<file path="config.mk">
export PLATFORM = sky130hd
export DESIGN_NAME = acpi_pass_sched
export DESIGN_NICKNAME = d
export VERILOG_FILES = /design/src/rtl/acpi_pass_sched.sv
export SDC_FILE = /design/constraint.sdc
export NUM_CORES = 1
export LEC_CHECK = 0
export CORE_ASPECT_RATIO = 1.25
export CORE_UTILIZATION = 35
export CTS_CLUSTER_DIAMETER = 30
export DETAILED_ROUTE_END_ITERATION = 12
export MAX_ROUTING_LAYER = met4
export PLACE_DENSITY = 0.65
export SLEW_MARGIN = 20
export SYNTH_ARGS = -nofsm -noshare
export SYNTH_HDL_FRONTEND = slang
export SYNTH_SLANG_ARGS = --single-unit
</file>
<file path="constraint.sdc">
create_clock -name clk -period 3.6 [get_ports clk]
set_clock_uncertainty 0.15 [all_clocks]
set_input_delay 0.54 -clock clk [delete_from_list [all_inputs] [get_ports clk]]
set_output_delay 0.54 -clock clk [all_outputs]
set_load 0.02 [all_outputs]
</file>
<file path="src/rtl/acpi_pass_sched.sv">
// rtl/acpi_pass_sched.sv - two-pass frame sequencer for the ACPI demosaic core
// Drives core soft reset, data-ready and pass select, counts write strobes, guards each pass with a watchdog.
module acpi_pass_sched #(
  parameter int RST_CYC  = 2,
  parameter int WD_W     = 20,
  parameter int WD_LIMIT = 200000,
  parameter int CNT_W    = 15
) (
  input  logic             clk,
  input  logic             rst,
  input  logic             start,
  input  logic             core_finish,
  input  logic             core_finish_rb,
  input  logic             green_valid,
  input  logic             blue_valid,
  input  logic             red_valid,
  output logic             core_rst,
  output logic             bayer_ready,
  output logic             pass_sel,
  output logic             busy,
  output logic             frame_done,
  output logic             timeout_err,
  output logic [CNT_W-1:0] g_wr_cnt,
  output logic [CNT_W-1:0] rb_wr_cnt,
  output logic [2:0]       state
);

  localparam int C_W = (RST_CYC < 1) ? 1 : $clog2(RST_CYC + 1);

  typedef enum logic [2:0] {
    S_IDLE   = 3'd0,
    S_P1_RST = 3'd1,
    S_P1_RUN = 3'd2,
    S_P2_RST = 3'd3,
    S_P2_RUN = 3'd4,
    S_DONE   = 3'd5,
    S_ERR    = 3'd6
  } state_t;

  state_t          cur, nxt;
  logic [C_W-1:0]  c, c_n;
  logic [WD_W-1:0] wd, wd_n;
  logic            clr_cnt;
  logic            any_valid;
  logic            g_inc, rb_inc;

  assign any_valid = green_valid | blue_valid | red_valid;
  assign g_inc     = (cur == S_P1_RUN) && green_valid && (g_wr_cnt != '1);
  assign rb_inc    = (cur == S_P2_RUN) && (blue_valid || red_valid) && (rb_wr_cnt != '1);
  assign state     = cur;

  always_comb begin
    nxt     = cur;
    c_n     = c;
    wd_n    = wd;
    clr_cnt = 1'b0;
    case (cur)
      S_IDLE, S_ERR: begin
        if (start) begin
          nxt     = S_P1_RST;
          c_n     = '0;
          clr_cnt = 1'b1;
        end
      end
      S_P1_RST, S_P2_RST: begin
        if (c == C_W'(RST_CYC)) begin
          nxt  = (cur == S_P1_RST) ? S_P1_RUN : S_P2_RUN;
          wd_n = '0;
        end else begin
          c_n = c + 1'b1;
        end
      end
      S_P1_RUN, S_P2_RUN: begin
        // The finish flag is tested before the watchdog so it wins a same-cycle race.
        if ((cur == S_P1_RUN) ? core_finish : core_finish_rb) begin
          nxt = (cur == S_P1_RUN) ? S_P2_RST : S_DONE;
          c_n = '0;
        end else if (any_valid) begin
          wd_n = '0;
        end else if (wd == WD_W'(WD_LIMIT - 1)) begin
          nxt = S_ERR;
        end else begin
          wd_n = wd + 1'b1;
        end
      end
      S_DONE:  nxt = S_IDLE;
      default: nxt = S_IDLE;
    endcase
  end

  // Outputs are decoded from the next state so they sit in flops aligned with the state register.
  always_ff @(posedge clk or negedge rst) begin
    if (!rst) begin
      cur         <= S_IDLE;
      c           <= '0;
      wd          <= '0;
      g_wr_cnt    <= '0;
      rb_wr_cnt   <= '0;
      core_rst    <= 1'b0;
      bayer_ready <= 1'b0;
      pass_sel    <= 1'b0;
      busy        <= 1'b0;
      frame_done  <= 1'b0;
      timeout_err <= 1'b0;
    end else begin
      cur <= nxt;
      c   <= c_n;
      wd  <= wd_n;
      if (clr_cnt) begin
        g_wr_cnt  <= '0;
        rb_wr_cnt <= '0;
      end else begin
        if (g_inc)  g_wr_cnt  <= g_wr_cnt + 1'b1;
        if (rb_inc) rb_wr_cnt <= rb_wr_cnt + 1'b1;
      end
      core_rst    <= (((nxt == S_P1_RST) || (nxt == S_P2_RST)) && (c_n < C_W'(RST_CYC)))
                     || (nxt == S_ERR);
      bayer_ready <= (nxt == S_P1_RUN) || (nxt == S_P2_RUN);
      pass_sel    <= (nxt == S_P2_RST) || (nxt == S_P2_RUN) || (nxt == S_DONE);
      busy        <= (nxt != S_IDLE) && (nxt != S_ERR);
      frame_done  <= (nxt == S_DONE);
      timeout_err <= (nxt == S_ERR);
    end
  end

endmodule

</file>
==> results.yml <==
logic_synthesis:
  synth-seq-cells: 61
  syn_area_um2: 3270
  synth_area_leader_cell: "dfrtp_1"
  synthTopCellsByArea: "dfrtp_1 47%, o31ai_1 6.2%, nor2_1 5.9%, nand3_1 3.8%, xor2_1 3.5%"
  ys_types: 43
  yosys_warnings: 0
  synthFlopType: "dfrtp_1"
  synth_top_area_share_pct: 46.7
  syn_area_per_cell_um2: 9.42
  synth-edff-count: 0
  async_flop_share_pct: 100
  syn_inst: 347
  seq_area_frac_synth_pct: 46.7
  syn_nets: 360
drt:
  routed_via_density: 5.26
  ant_nets: 0
  wirelength_um: 7450
  drc: 0
  dr.pass1.iters: 4
  wire_per_inst_um: 14.2
  routed-via-count: 2751
  drtIter0Drc: 127
pwr:
  cellPowerDensity_nw_per_um2: 587
  leakage_nw: 1.80
  peakVddDrop_mv: 0.667
grt:
  grt_use_total_pct: 17.3
  grt_max_degree: 34
  antenna_found_initial: 0
  grt_pass1_vias: 2680
  grt_pass1_wl_um: 12600
  grt_overflow: 0
die:
  rows: 39
  dieArea_um2: 9730
  start_util_pct: 35.8
  die_h_um: 110
  ios: 47
  fp.dieW_um: 88.4
  core_um2: 9130
setup_path:
  worstSetupEndpointType: "flop"
  arrival_ns: 3.11
  start_kind: "flop"
  required_ns: 3.66
  cp_max_fo: 18
  worstSetupPathType: "reg2reg"
clock_tree:
  holdBufCountCts: 0
  clk_pin_slew_ns: 0.05
  worstSkewPairLatency_ns: 0.33
  cts_tree: "yes"
  cts_inserted_buffers: 9
  cts_resized: 0
  cts_sinks: 61
  cts_setup_buffers: 0
  htree_levels: 3
  cts_buffer_depth: 2
  root_buffer: "clkbuf_16"
sta:
  hold_viol: 0
  post-route-min-period_ns: 3.05
  grt_setup_unrepaired: "false"
  setup_ws_ns: 0.547
  relSlewSlack_pct: 51.1
  fmax_ghz: 0.328
  tightest_slew_ns: 0.733
  drv_slew: 0
  fin_setup_tns_ns: 0
  finalSetupViolCount: 0
  period_share_pct: 84.8
finish:
  area_growth_syn_to_layout_pct: 27.5
  drive_gt1_share_pct: 8.00
  fin_nets: 408
  n_antenna_cell: 0
  final.fill_count: 895
place:
  io_buffer_count: 46
  dp_hpwl_um: 5040
  dp_slack_ns: 0.236
  gp_congestion: 0.851
min_path:
  hold_class: "in2async"
flow_run:
  cap_violations: 0
run_status:
  outcome: "completed"
metrics by stage:
step / hold slack [ns] / total power [W] / utilization (%) / cells / area, µm²
finish: 0.0865 / 0.00245 / 45.7 / 523 / 4170
global route: 0.148 / 0.00259 / 45.7 / 523 / 4170
CTS: 0.121 / 0.00247 / 45.7 / 523 / 4170
detailed placement: 0.350 / 0.00161 / 42.5 / 507 / 3870
global placement: 0.338 / 0.00160 / 42.5 / 507 / 3870
floorplan: 0.0944 / 0.00134 / - / 347 / 3270
kinds of logic (layout without fill, tap and decap cells):
kind of cell             Yosys count  after routing  share of synthesized area [%]
AO/OA/AOI/OAI                     69             69                           15.3
XOR/XNOR                          25             25                           6.70
adder cells (fa/ha/maj)            5              5                           1.91
buffers and inverters             26             79                           3.41
flip-flops                        61             61                           46.7
multiplexers                       3              3                          0.919
AND/OR/NAND/NOR                  158            158                           25.0
critical path, stage by stage, from the launching register on:
cell      delay, ns
dfrtp_1        0.39
ha_1           0.23
and3_1         0.23
nand3_1        0.17
nor4_4         0.35
o21ba_2        0.22
a221oi_2       0.07
or3_1          0.68
o41ai_1        0.44
layer usage:
metal	up-vias	part of all wire [%]	global-route usage, %
li1	1346	-	-
met1	1321	46	21.3
met2	69	48	27.0
met3	15	4.0	3.35
met4	0	2.2	8.53
met5	-	0	-
synth_stat cells, types with 5 or more instances:
cell type and count:
nand4_1 7, o21ai_0 12, dfrtp_1 61, nand3_1 25
a21oi_1 9, clkbuf_1 13, nand2b_1 8, xor2_1 13
nor3_1 7, o31ai_1 27, and4_1 5, and2_1 6
xnor2_1 12, nor2_1 51, inv_1 9, nand2_1 18
and3_1 17, nor2b_1 5, ha_1 5
final timing paths:
path / start / end / slack, ns / cells after the start
worst max-delay path: wd[0] / wd[12] / 0.55 / 8
worst min-delay path: rst / rb_wr_cnt[9] / 0.09 / 1
worst max register to register: wd[0] / wd[12] / 0.55 / 8
worst min register to register: wd[16] / wd[16] / 0.36 / 1
max in group asynchronous: rst / wd[17] / 2.59 / 2
min in group clk: wd[16] / wd[16] / 0.36 / 1
power breakdown:
group	total, W	leakage (nW)	internal (W)	switching [W]
Combinational	0.000753	0.819	0.000278	0.000475
Sequential	0.000844	0.834	0.000756	0.0000886
Clock	0.000851	0.143	0.000552	0.000299
registers in the layout, indices dropped and copies added (netlist names):
register,count
rb_wr_cnt,15
c,2
bayer_ready,1
frame_done,1
wd,20
busy,1
pass_sel,1
g_wr_cnt,15
timeout_err,1
state,3
core_rst,1
cells in the final DEF, fill, tap and decap left out, drive strengths merged, types with 8 or more instances in the layout:
master and count:
nor2 51, xnor2 12, nand2b 8, nand2 18, xor2 13, buf 9
clkbuf 12, dfrtp 61, and3 17, clkdlybuf4s50 45, nand3 25, o21ai 12
inv 9, a21oi 9, o31ai 30
layout make-up:
| type | count | area [µm²] | area share, % |
|---|---|---|---|
| inverters | 9 | 33.8 | 0.811 |
| well taps | 123 | 154 | 3.69 |
| flip-flops and latches | 61 | 1530 | 36.6 |
| clock inverters | 4 | 47.5 | 1.14 |
| clock buffers | 12 | 246 | 5.91 |
| repair buffers | 54 | 528 | 12.7 |
| multi-input cells | 260 | 1630 | 39.1 |
Note: power is estimated with default switching activity, not from simulation.
